### src/rtl/retospect_bs_loader.sv
// Byte-stream configuration loader for the neurochip clockbox/CNB chain.
// Shifts bytes LSB-first, collects readback, then pulses reset_nn.
module retospect_bs_loader #(
  parameter int CHAIN_LEN     = 523,
  parameter int NN_RST_CYCLES = 2
) (
  input  logic       clk,
  input  logic       reset,
  input  logic       start,
  input  logic       abort,
  input  logic [7:0] din,
  input  logic       din_valid,
  output logic       din_ready,
  output logic       config_en,
  output logic       bs_in,
  input  logic       bs_out,
  output logic       reset_nn,
  output logic [7:0] rd_data,
  output logic       rd_valid,
  output logic       busy,
  output logic       done
);

  localparam int RW = $clog2(CHAIN_LEN + 1);
  localparam int NW = $clog2(NN_RST_CYCLES + 1);

  typedef enum logic [2:0] {
    IDLE,
    WAIT_BYTE,
    SHIFT,
    NN_RST,
    DONE
  } state_t;

  state_t        state;
  logic [RW-1:0] remaining;
  logic [3:0]    byte_bits;
  logic [7:0]    shreg;
  logic [7:0]    col;
  logic [2:0]    col_cnt;
  logic [NW-1:0] nn_cnt;
  logic [7:0]    col_next;
  logic          last_bit;

  assign col_next  = col | (8'(bs_out) << col_cnt);
  assign last_bit  = (remaining == RW'(1));

  assign din_ready = (state == WAIT_BYTE);
  assign config_en = (state == SHIFT);
  assign bs_in     = config_en & shreg[0];
  assign reset_nn  = (state == NN_RST);
  assign busy      = (state != IDLE);
  assign done      = (state == DONE);

  always_ff @(posedge clk) begin
    if (reset) begin
      state     <= IDLE;
      remaining <= '0;
      byte_bits <= '0;
      shreg     <= '0;
      col       <= '0;
      col_cnt   <= '0;
      nn_cnt    <= '0;
      rd_data   <= '0;
      rd_valid  <= 1'b0;
    end else begin
      rd_valid <= 1'b0;
      if (abort && state != IDLE) begin
        // partial readback byte is dropped
        state   <= IDLE;
        col     <= '0;
        col_cnt <= '0;
      end else begin
        unique case (state)
          IDLE: begin
            if (start && !abort) begin
              state     <= WAIT_BYTE;
              remaining <= RW'(CHAIN_LEN);
            end
          end
          WAIT_BYTE: begin
            if (din_valid) begin
              shreg     <= din;
              byte_bits <= (32'(remaining) >= 32'd8) ? 4'd8 : 4'(remaining);
              state     <= SHIFT;
            end
          end
          SHIFT: begin
            shreg     <= shreg >> 1;
            remaining <= remaining - RW'(1);
            byte_bits <= byte_bits - 4'd1;
            if (col_cnt == 3'd7 || last_bit) begin
              rd_data  <= col_next;
              rd_valid <= 1'b1;
              col      <= '0;
              col_cnt  <= '0;
            end else begin
              col     <= col_next;
              col_cnt <= col_cnt + 3'd1;
            end
            if (byte_bits == 4'd1) begin
              state <= last_bit ? NN_RST : WAIT_BYTE;
            end
            nn_cnt <= '0;
          end
          NN_RST: begin
            if (nn_cnt == NW'(NN_RST_CYCLES - 1)) begin
              state <= DONE;
            end else begin
              nn_cnt <= nn_cnt + NW'(1);
            end
          end
          DONE: state <= IDLE;
          default: state <= IDLE;
        endcase
      end
    end
  end

endmodule

### config.mk
export PLATFORM = sky130hd
export DESIGN_NAME = retospect_bs_loader
export DESIGN_NICKNAME = d
export VERILOG_FILES = /design/src/rtl/retospect_bs_loader.sv
export SDC_FILE = /design/constraint.sdc
export NUM_CORES = 1
export LEC_CHECK = 0
export ABC_AREA = 1
export BUFFER_PORTS_ARGS = -buffer_cell sky130_fd_sc_hd__buf_2
export CORE_MARGIN = 5
export CORE_UTILIZATION = 30
export CTS_BUF_LIST = sky130_fd_sc_hd__clkbuf_8
export DETAILED_ROUTE_END_ITERATION = 7
export GPL_TIMING_DRIVEN = 0
export HOLD_SLACK_MARGIN = 0.02
export PLACE_DENSITY = 0.44
export REMOVE_ABC_BUFFERS = 1
export SLEW_MARGIN = 20
export SYNTH_ARGS = -nofsm -noshare
export SYNTH_HDL_FRONTEND = slang
export SYNTH_SLANG_ARGS = --single-unit
### constraint.sdc
create_clock -name clk -period 2 [get_ports clk]
set_input_delay 0 -clock clk [delete_from_list [all_inputs] [get_ports clk]]
set_output_delay 0 -clock clk [all_outputs]
set_load 0.05 [all_outputs]
==> metrics, run 1 <==
family with the most delay on the worst path buffers and inverters; largest fanout on the critical path 32; Hold Crit Depth 5; setup repair after global routing missed its margin false; wire length of the first global-routing pass between 9000 and 10000 um; final period utilization 0.902; path category of the worst min-delay check primary input to register; crit path DAT ~1800 ps; Sink Count 47; element type at the critical path end primary output; most repeated cell in the gate-level netlist after synthesis nand2_1; CTS tree built; chain of cells forming the critical path nor2_8, nand2_4, inv_4, buf_2; number of global-route vias before repair roughly 2.1k; Gate power share 0.433; share of flip-flops with an asynchronous set or reset after synthesis 0; initial core utilization 0.304; leakage power 1.21 nW; final hold violation count 0; sw frac 0.440; origin of the critical flop-to-flop path state[0]$_SDFFE_PP0P_; Post-synth top cells nand2_1 (76), nor2_1 (67), dfxtp_1 (47); Post-synth EDFFs 0; # diodes 0; row cnt 33; YS warnings 0; die area 10200 um^2; count of mapped cells out of synthesis 355; worst slew margin relative to its limit 0.521; instance count on the critical path 4; number of standard cells in the layout, taps in and fillers out just under 500; total wire length after detailed routing around 5700 um; final setup vio count 0; grt total ovfl 0; run status completed; Final Max Slew Viols 0; Synth area leader dfxtp_1; Remaining DRCs 0; growth of design area from synthesis to finish 11.8%; layout cell share with drive strength beyond 1 0.145; cell at the slowest stage of the critical path dfxtp_1; buffers from clock root to sink, at most 2; P_int 1.87 mW; number of buffers inserted during clock tree synthesis 5; count of state elements after synthesis 47; Global Route Usage Sum 0.120; number of cells traversed by the worst register-to-register path 9; die span in y 101 um; netlist area before placement between 2000 and 2500 um^2; maximum resistive drop on vdd roughly 0.30 mV; antenna violations before repair 0; total number of H-tree levels 2; total instance count after detailed placement 476; number of nets in the layout 400; end point of the critical path config_en; most instantiated flip-flop cell in the synthesis netlist dfxtp_1; core region area around 8100 um^2; biggest cell delay along the critical path just under 400 ps; routed length per placed instance about 12 um; maximum number of pins on one net before global-route repair 33; power density over cell area 1210 nW/um^2; Worst Skew around 3 ps; I/O pin count 29; CP startpoint kind register; chip width slightly above 100 um; Buffers & Inverters on Critical Path 2; startpoint of the most critical setup path state[0]$_SDFFE_PP0P_; filler cell count 889; switching power summed over all nets 1.47 mW; Placer Congestion roughly 0.77; measured slew at the worst slew-check pin roughly 720 ps; fraction of synthesized cell area taken by the top area cell type 0.380; Final Critical Period between 1500 and 2000 ps; data required time at the worst endpoint around 2000 ps; total via count in the routed design roughly 2.2k; Iteration-0 DRC Markers 91; Worst R2R End state[1]$_SDFFE_PP0P_; category of the most critical setup path register to primary output; Reg clk slew, reported paths roughly 90 ps; Root Driver clkbuf_8; summed negative setup slack over all endpoints 0 ps; Yosys cell types 32; detailed-route vias per instance 4.58; dominant cells by area after synthesis dfxtp_1 (38%), nand2_1 (12%), nor2_1 (10%); number of nets still failing antenna checks after routing 0; mean instance size in the synthesized netlist around 7.0 um^2; share of synthesized area occupied by flip-flops and latches 0.380; Max Cap Violations 0; Clock Latency Late Sink approximately 300 ps; worst reg-to-reg setup slack ~220 ps; maximum achievable frequency approximately 0.55 GHz; hpwl dp 3930 um; Reg power frac 0.396; number of input and output port buffers inserted 28; Detailed Routing Iterations Pass 1 4; clock network power share 0.170
[state kept, by name (all words and copies together), names as in the netlist]
signal,count
col,8
state,3
nn_cnt,2
shreg,8
rd_data,8
byte_bits,4
rd_valid,1
remaining,10
col_cnt,3
[metal layers]
layer  up-vias  routed length (um)  share of wire  global-route usage
li1       1183                   -              -                   -
met1      1005                2830           0.50               0.155
met2        28                2550           0.45               0.199
met3         6                 206          0.036              0.0270
met4         0                  80          0.014              0.0373
met5         -                   0              0                   0
[final cells by class]
cell class	instances	area, um^2	share of cell area
clock buffers	5	68.8	0.0249
inverters	38	148	0.0533
multi-input cells	258	1310	0.474
repair buffers	29	150	0.0542
well taps	105	131	0.0475
clock inverters	3	16.3	0.00588
flip-flops and latches	47	941	0.340
[tightest hold or removal path, delay by kind of cell]
family | cells | cell delay, ps
AND/OR/NAND/NOR | 3 | 160
AO/OA/AOI/OAI | 1 | 50
buffers and inverters | 1 | 70
[worst min path at each step]
stage	start	to	slack, ps
CTS	din[7]	shreg[7]$_SDFFE_PP0P_	30
global route	din[7]	shreg[7]$_SDFFE_PP0P_	60
global placement	reset	shreg[7]$_SDFFE_PP0P_	320
finish	din[7]	shreg[7]$_SDFFE_PP0P_	30
detailed placement	reset	remaining[8]$_SDFFE_PP0P_	330
floorplan	reset	byte_bits[3]$_SDFFE_PP0P_	70
[layout by cell type (no fill, tap or decap), types with 2 or more instances in the layout]
cell / instances
nor2_1: 67
xor2_1: 5
nand2_1: 76
inv_1: 34
a21oi_1: 27
o21ai_0: 15
nand3_2: 3
buf_2: 28
a21oi_4: 2
ha_1: 7
nand2_2: 2
nand3b_1: 5
clkbuf_8: 5
o21ai_1: 4
nand3_1: 16
inv_2: 3
dfxtp_1: 47
nor3_1: 7
nand4_1: 9
nand2_4: 2
inv_4: 2
o21bai_1: 3
[power by group through the flow]
stage	combinational, mW	sequential (mW)	clock (mW)
2_1_floorplan	1.14	1.33	0
3_3_place_gp	1.45	1.34	0
3_5_place_dp	1.46	1.34	0
4_1_cts	1.47	1.32	0.600
5_1_grt	1.67	1.36	0.636
6_report	1.45	1.32	0.569
[metrics by stage]
| stage | util | setup slack (ps) | hold WS, ps | total power [mW] | cell area (um^2) |
|---|---|---|---|---|---|
| final | 0.340 | 196 | 29.4 | 3.34 | 2770 |
| after global routing | 0.340 | 67.1 | 57.6 | 3.66 | 2770 |
| after CTS | 0.340 | 25.2 | 27.5 | 3.39 | 2770 |
| after detailed placement | 0.328 | 121 | 334 | 2.81 | 2670 |
| after global placement | 0.328 | 159 | 323 | 2.79 | 2670 |
| after floorplan | - | 251 | 69.1 | 2.47 | 2400 |
[cell families (layout without fill, tap and decap cells)]
kind of cell               Yosys count  in the layout  synth area share
xor gates and xnor gates             5              5            0.0177
buffers and inverters               50             75            0.0899
and+or+nand+nor                    192            192             0.352
AOI/OAI and AO/OA                   54             54             0.125
adders and majority gates            7              7            0.0354
DFF                                 47             47             0.380
[repair_timing]
item	4_1_cts	5_1_grt
hold buffers	1	0
hold endpoints to repair	4	0
endpoints found under the setup margin	0	2
gates resized for setup	0	2
buffers inserted	0	0
Note: power is estimated with default switching activity, not from simulation.
==> run 2: changes to the inputs <==
--- a/config.mk
+++ b/config.mk
@@ -13,7 +13,7 @@
 export DETAILED_ROUTE_END_ITERATION = 7
 export GPL_TIMING_DRIVEN = 0
 export HOLD_SLACK_MARGIN = 0.02
-export PLACE_DENSITY = 0.44
+export PLACE_DENSITY = 0.45
 export REMOVE_ABC_BUFFERS = 1
 export SLEW_MARGIN = 20
 export SYNTH_ARGS = -nofsm -noshare
==> constraint.sdc (replaced) <==
create_clock -name clk -period 1.45 [get_ports clk]
set_input_delay 0 -clock clk [delete_from_list [all_inputs] [get_ports clk]]
set_output_delay 0 -clock clk [all_outputs]
set_load 0.05 [all_outputs]
==> run 2 against run 1 <==
- critical path depth did not move
- register-to-register slack worse by 140 ps
- clock skew increased by 2.3 ps
- final cell count is 4.7% higher
- setup slack worse by 130 ps
- total power is 54% higher
- global-route usage up 0.51 points
- clock power is 40% higher
- first-iteration DRC count decreased by 7.7%
- die area is the same
- critical endpoint is now bs_in
- sequential cell count did not move
==> metrics, run 2 (same netlist as run 1, synthesis figures left out) <==
run status completed (unchanged); routed length per placed instance 12.0 um (was 11.7 um); growth of design area from synthesis to finish 24.8% (was 11.8%); summed negative setup slack over all endpoints 0 ps (unchanged); setup repair after global routing missed its margin true (was false); chain of cells forming the critical path nor2_8, nand2_8, nor2_1, buf_4 (was nor2_8, nand2_4, inv_4, buf_2); Max Cap Violations 0 (unchanged); number of nets still failing antenna checks after routing 0 (unchanged); number of buffers inserted during clock tree synthesis 5 (unchanged); Global Route Usage Sum 0.125 (was 0.120); I/O pin count 29 (unchanged); Detailed Routing Iterations Pass 1 4 (unchanged); Worst Skew 5.28 ps (was 2.97 ps); worst reg-to-reg setup slack 80 ps (was 220 ps); Reg clk slew, reported paths 90 ps (about the same); initial core utilization 0.304 (unchanged); total number of H-tree levels 2 (unchanged); origin of the critical flop-to-flop path state[0]$_SDFFE_PP0P_ (unchanged); launch instance of the worst min-delay path reset (was din[7]); Final Util 0.380 (was 0.340); cell at the slowest stage of the critical path dfxtp_4 (was dfxtp_1); number of global-route vias before repair 2116 (was 2096); final hold violation count 0 (unchanged); Hold Crit Depth 2 (was 5); register with the most flip-flops remaining (unchanged); chip width 101 um (unchanged); final period utilization 0.954; leakage power 1.35 nW (was 1.21 nW); total via count in the routed design 2349 (was 2222); maximum number of pins on one net before global-route repair 24 (was 33); row cnt 33 (unchanged); Buffers & Inverters on Critical Path 1 (was 2); measured slew at the worst slew-check pin 754 ps (was 718 ps); maximum resistive drop on vdd 0.520 mV (was 0.301 mV); # diodes 0 (unchanged); CP startpoint kind register (unchanged); biggest cell delay along the critical path 380 ps (was 390 ps); worst min-delay path endpoint nn_cnt[1]$_SDFFE_PP0P_ (was shreg[7]$_SDFFE_PP0P_); number of cells traversed by the worst register-to-register path 7 (was 9); Clock Latency Late Sink 300 ps (about the same); wire length of the first global-routing pass 10100 um (was 9890 um); number of nets in the layout 423 (was 400); data required time at the worst endpoint 1450 ps (was 2000 ps); top library cells by usage in the layout, fill and taps aside nand2_1 (71), nor2_1 (63), dfxtp_1 (41) (was nand2_1 (76), nor2_1 (67), dfxtp_1 (47)); element type at the critical path end primary output (unchanged); antenna violations before repair 0 (unchanged); filler cell count 867 (was 889); number of input and output port buffers inserted 28 (unchanged); final setup vio count 0 (unchanged); path category of the worst min-delay check primary input to register (unchanged); die span in y 101 um (unchanged); largest fanout on the critical path 8 (was 32); Placer Congestion 0.788 (was 0.766); buffers from clock root to sink, at most 2 (unchanged); layout cell share with drive strength beyond 1 0.251 (was 0.145); CTS tree built (unchanged); power density over cell area 1670 nW/um^2 (was 1210 nW/um^2); worst slew margin relative to its limit 0.497 (was 0.521); most common cell after layout, fill and taps aside nand2_1 (unchanged); hpwl dp 3940 um (was 3930 um); total design power 5.16 mW (was 3.34 mW); detailed-route vias per instance 4.62 (was 4.58); die area 10200 um^2 (unchanged); category of the most critical setup path register to primary output (unchanged); total wire length after detailed routing 6080 um (was 5670 um); Worst R2R End shreg[6]$_SDFFE_PP0P_ (was state[1]$_SDFFE_PP0P_); maximum achievable frequency between 0.7 and 0.8 GHz; max reg flops 10 (unchanged); Remaining DRCs 0 (unchanged); Final Critical Period between 1000 and 1500 ps; core region area 8130 um^2 (unchanged); family with the most delay on the worst path simple AND/OR/NAND/NOR gates (was buffers and inverters); Sink Count 47 (unchanged); Iteration-0 DRC Markers 84 (was 91); crit path DAT 1380 ps (was 1800 ps); Root Driver clkbuf_8 (unchanged); grt total ovfl 0 (unchanged); Final Max Slew Viols 0 (unchanged)
==> run 2: cell count changes in the layout (fill, tap and decap cells not counted), moves of 3 or more <==
cell,before,now
buf_4,0,21
dfxtp_1,47,41
dfxtp_2,0,4
o21ai_0,15,12
nand2_1,76,71
inv_1,34,28
inv_2,3,6
nor2_1,67,63
nand2_2,2,5
==> run 2: per-layer routing <==
layer,vias to the layer above,track usage,wire length [um]
met5,-,0,0
met4,0,0.0404,85
met3,5,0.0249,194
met2,26,0.207,2920
met1,1076,0.163,2870
li1,1242,-,-
==> run 2: what timing repair did <==
item,CTS,global route
setup endpoints to repair,47,36
gates cloned,1,0
endpoints found under the hold margin,1,0
pin swaps,4,7
hold buffers,1,0
buffers inserted,8,14
resized for setup,23,24
==> run 2: stage by stage <==
step / std cells / hold slack (ps) / setup slack (ps) / instance area [um^2]
floorplan: 343 / 69.1 / -299 / 2400
finish: 508 / 26.9 / 66.8 / 3090
detailed placement: 476 / 328 / -389 / 2670
global placement: 476 / 321 / -388 / 2670
global route: 508 / 31.6 / -24.3 / 3090
CTS: 494 / 26.6 / 4.52 / 2930
==> run 2: final cells by class <==
type	count	area [um^2]	share of cell area
Multi-Input combinational cell	259	1400	0.454
Sequential cell	47	953	0.309
Timing Repair Buffer	51	349	0.113
Inverter	38	169	0.0547
Tap cell	105	131	0.0425
Clock buffer	5	68.8	0.0223
Clock inverter	3	16.3	0.00527
==> run 2: worst max path at each step <==
stage | endpoint | slack [ps] | start | cells after the start
2_1_floorplan | nn_cnt[0]$_SDFFE_PP0P_ | -300 | state[1]$_SDFFE_PP0P_ | 7
3_3_place_gp | state[0]$_SDFFE_PP0P_ | -390 | state[0]$_SDFFE_PP0P_ | 8
3_5_place_dp | state[1]$_SDFFE_PP0P_ | -390 | state[0]$_SDFFE_PP0P_ | 9
4_1_cts | col[0]$_SDFFE_PP0P_ | 5 | remaining[1]$_SDFFE_PP0P_ | 8
5_1_grt | byte_bits[2]$_SDFFE_PP0P_ | -20 | state[1]$_SDFFE_PP0P_ | 9
6_report | bs_in | 70 | state[0]$_SDFFE_PP0P_ | 4
==> run 2: worst register-to-register path: cells and delay by family, from the launching register on <==
family | cells | cell delay [ps]
buffers and inverters | 1 | 200
AO/OA/AOI/OAI | 1 | 150
AND/OR/NAND/NOR | 5 | 530
flip-flops | 1 | 380
==> run 2: report_power, final <==
part | internal [mW] | switching [mW]
Sequential | 1.62 | 0.217
Clock | 0.331 | 0.467
Combinational | 0.958 | 1.56
==> run 3: changes to the inputs <==
--- a/config.mk
+++ b/config.mk
@@ -5,7 +5,6 @@
 export SDC_FILE = /design/constraint.sdc
 export NUM_CORES = 1
 export LEC_CHECK = 0
-export ABC_AREA = 1
 export BUFFER_PORTS_ARGS = -buffer_cell sky130_fd_sc_hd__buf_2
 export CORE_MARGIN = 5
 export CORE_UTILIZATION = 30
@@ -13,7 +12,7 @@
 export DETAILED_ROUTE_END_ITERATION = 7
 export GPL_TIMING_DRIVEN = 0
 export HOLD_SLACK_MARGIN = 0.02
-export PLACE_DENSITY = 0.45
+export PLACE_DENSITY = 0.46
 export REMOVE_ABC_BUFFERS = 1
 export SLEW_MARGIN = 20
 export SYNTH_ARGS = -nofsm -noshare
==> run 3 against run 2 <==
- the run now ends with setup timing left
- global-route usage increased by 1.3 points
- clock power increased by 2%
- non-clock buffer count increased by 24
- final cell count decreased by 16%
- sequential power decreased by 23%
- register-to-register slack got worse by 430 ps
- critical path depth increased by 2
- synthesized cell count decreased by 26%
- critical path type is now register to register
- largest cell class unchanged
- highest routed layer unchanged
==> metrics, run 3 <==
Post-synth EDFFs 0 (unchanged); final period utilization 1.24 (was 0.954); maximum number of pins on one net before global-route repair 30 (was 24); initial core utilization 0.309 (was 0.304); most instantiated flip-flop cell in the synthesis netlist dfxtp_1 (unchanged); I/O pin count 29 (unchanged); Root Driver clkbuf_8 (unchanged); row cnt 31 (was 33); total number of H-tree levels 2 (unchanged); number of buffers inserted during clock tree synthesis 5 (unchanged); layer with the highest usage met2 (unchanged); top library cells by usage in the layout, fill and taps aside dfxtp_1 (34), buf_4 (27), buf_2 (24) (was nand2_1 (71), nor2_1 (63), dfxtp_1 (41)); share of synthesized area occupied by flip-flops and latches 0.417 (was 0.380); Synth area leader dfxtp_1 (unchanged); most common cell after layout, fill and taps aside dfxtp_1 (was nand2_1); total wire length after detailed routing 6800 um (was 6080 um); share of flip-flops with an asynchronous set or reset after synthesis 0 (unchanged); layout cell share with drive strength beyond 1 0.495 (was 0.251); dominant cells by area after synthesis dfxtp_1 (42%), a21oi_1 (5.3%), nand2_1 (5.2%) (was dfxtp_1 (38%), nand2_1 (12%), nor2_1 (10%)); largest fanout on the critical path 8 (unchanged); detailed-route vias per instance 5.14 (was 4.62); fraction of synthesized cell area taken by the top area cell type 0.417 (was 0.380); power density over cell area 899 nW/um^2 (was 1670 nW/um^2); hpwl dp 3680 um (was 3940 um); routing usage on met3 0.0273 (was 0.0249); max reg flops 10 (unchanged); worst min-delay path endpoint remaining[1]$_SDFFE_PP0P_ (was nn_cnt[1]$_SDFFE_PP0P_); category of the most critical setup path register to register (was register to primary output); data required time at the worst endpoint 1650 ps (was 1450 ps); Placement Cell Area 2440 um^2 (was 2670 um^2); Clock Latency Late Sink 310 ps (was 300 ps); die area 9350 um^2 (was 10200 um^2); YS warnings 0 (unchanged); most repeated cell in the gate-level netlist after synthesis dfxtp_1 (was nand2_1); antenna violations before repair 0 (unchanged); final hold violation count 0 (unchanged); violated checks setup timing; Detailed Routing Iterations Pass 1 5 (was 4); met1 demand-to-capacity share in global routing 0.167 (was 0.163); Final Critical Period 1800 ps (was 1380 ps); element type at the critical path end register (was primary output); crit path DAT 2000 ps (was 1380 ps); routed length per placed instance 15.9 um (was 12.0 um); core region area 7290 um^2 (was 8130 um^2); final setup vio count 39 (was 0); origin of the critical flop-to-flop path remaining[0]$_SDFFE_PP0P_ (was state[0]$_SDFFE_PP0P_); number of input and output port buffers inserted 28 (unchanged); cell at the slowest stage of the critical path dfxtp_4 (unchanged); launch instance of the worst min-delay path start (was reset); total design power 3.04 mW (was 5.16 mW); growth of design area from synthesis to finish 50.2% (was 24.8%); Placer Congestion 0.785 (was 0.788); chain of cells forming the critical path ha_4, or3b_4, o31ai_4, buf_6, or3_4, o21ai_2 (was nor2_8, nand2_8, nor2_1, buf_4); Global Route Usage Sum 0.138 (was 0.125); final setup slack of the worst path -346 ps (was 66.8 ps); maximum achievable frequency 0.557 GHz (was 0.723 GHz); Iteration-0 DRC Markers 73 (was 84); Post-synth top cells dfxtp_1 (47), nand2_1 (31), a21oi_1 (24) (was nand2_1 (76), nor2_1 (67), dfxtp_1 (47)); run status finished with violations (was completed); number of nets still failing antenna checks after routing 0 (unchanged); total via count in the routed design 2199 (was 2349); Max Cap Violations 0 (unchanged); chip width 96.7 um (was 101 um); Yosys cell types 47 (was 32); number of cells traversed by the worst register-to-register path 6 (was 7); Sink Count 47 (unchanged); measured slew at the worst slew-check pin 745 ps (was 754 ps); minimum hold slack 59.9 ps (was 26.9 ps); Hold Crit Depth 3 (was 2); Final Max Slew Viols 0 (unchanged); worst slew margin relative to its limit 0.503 (was 0.497); leakage power 1.27 nW (was 1.35 nW); CTS tree built (unchanged); buffers from clock root to sink, at most 2 (unchanged); number of nets in the layout 349 (was 423); worst reg-to-reg setup slack -350 ps (was 80 ps); grt total ovfl 0 (unchanged); number of global-route vias before repair 2151 (was 2116); netlist area before placement 2250 um^2 (was 2480 um^2); CP startpoint kind register (unchanged); die span in y 96.7 um (was 101 um); Post-Layout Inst Area 3390 um^2 (was 3090 um^2); wire length of the first global-routing pass 10800 um (was 10100 um); count of mapped cells out of synthesis 263 (was 355); Final Util 0.464 (was 0.380); setup repair after global routing missed its margin true (unchanged); Remaining DRCs 0 (unchanged); Worst R2R End col[3]$_SDFFE_PP0P_ (was shreg[6]$_SDFFE_PP0P_); mean instance size in the synthesized netlist 8.57 um^2 (was 6.98 um^2); maximum resistive drop on vdd 0.446 mV (was 0.520 mV); biggest cell delay along the critical path 400 ps (was 380 ps); count of state elements after synthesis 47 (unchanged); Worst Skew 8.36 ps (was 5.28 ps); Reg clk slew, reported paths 100 ps (was 90 ps); # diodes 0 (unchanged); register with the most flip-flops remaining (unchanged); met2 layer usage reported by global route 0.247 (was 0.207); summed negative setup slack over all endpoints -8400 ps (was 0 ps); path category of the worst min-delay check primary input to register (unchanged)
run 3: changes by cell type in the layout (fill, tap and decap cells not counted), sizes merged, moves of 6 or more:
| cell | change |
|---|---|
| o21ai | -6 |
| a211oi | +12 |
| or3 | +7 |
| a311oi | +8 |
| dlygate4sd3 | +7 |
| nand3 | -17 |
| a21oi | -6 |
| nor2 | -52 |
| buf | +17 |
| nand2 | -50 |
| nand4 | -7 |
| inv | -25 |
| a31oi | +6 |
run 3: kinds of logic (layout without fill, tap and decap cells):
logic type | Yosys count | count (layout) | synth area share
AND/OR/NAND/NOR | 95 | 95 | 0.214
flip-flops | 47 | 47 | 0.417
buffers and inverters | 30 | 95 | 0.0638
adder cells (fa/ha/maj) | 7 | 7 | 0.0388
XOR/XNOR | 4 | 4 | 0.0155
AO/OA/AOI/OAI | 80 | 81 | 0.251
run 3: worst max path at each step:
| stage | start | endpoint | slack (ps) | depth (start not counted) |
|---|---|---|---|---|
| floorplan | state[1]$_SDFFE_PP0P_ | rd_data[0]$_SDFFE_PP0P_ | -750 | 3 |
| global placement | state[1]$_SDFFE_PP0P_ | rd_data[1]$_SDFFE_PP0P_ | -1920 | 3 |
| detailed placement | remaining[1]$_SDFFE_PP0P_ | col[5]$_SDFFE_PP0P_ | -1130 | 6 |
| CTS | remaining[1]$_SDFFE_PP0P_ | col[5]$_SDFFE_PP0P_ | -330 | 7 |
| global route | remaining[0]$_SDFFE_PP0P_ | col[2]$_SDFFE_PP0P_ | -420 | 6 |
| finish | remaining[0]$_SDFFE_PP0P_ | col[3]$_SDFFE_PP0P_ | -350 | 6 |
run 3: final cells by class:
class / instances / area (um^2)
Fill cell: 738 / 3910
Multi-Input combinational cell: 187 / 1540
Sequential cell: 47 / 977
Timing Repair Buffer: 75 / 603
Tap cell: 99 / 124
Clock buffer: 5 / 68.8
Inverter: 12 / 52.6
Clock inverter: 3 / 20.0
run 3: report_power, final:
group	internal, mW	switching [mW]
registers	1.35	0.0633
clock network	0.336	0.479
logic	0.388	0.433
total	2.07	0.975
run 3: timing repair:
item | 4_1_cts | 5_1_grt
cloned | 2 | 0
setup buffers | 30 | 8
hold buffers | 8 | 0
hold endpoints to repair | 8 | 0
pin swaps | 43 | 25
gates resized for setup | 84 | 46
endpoints found under the setup margin | 48 | 49
run 3: per-layer routing:
layer  vias up  part of all wire
li1       1085                 -
met1      1074              0.44
met2        29              0.52
met3        11             0.029
met4         0             0.016
met5         -                 0
run 3: worst max-delay path: cells and delay by family (launching register included):
kind	cells	cell delay (ps)
AO/OA/AOI/OAI	2	400
adder cells (fa/ha/maj)	1	130
buffers and inverters	1	160
flip-flops	1	400
AND/OR/NAND/NOR	2	590
run 3: stage by stage:
step | setup WS (ps) | std cells
2_1_floorplan | -752 | 245
3_3_place_gp | -1920 | 372
3_5_place_dp | -1130 | 374
4_1_cts | -335 | 422
5_1_grt | -421 | 428
6_report | -346 | 428
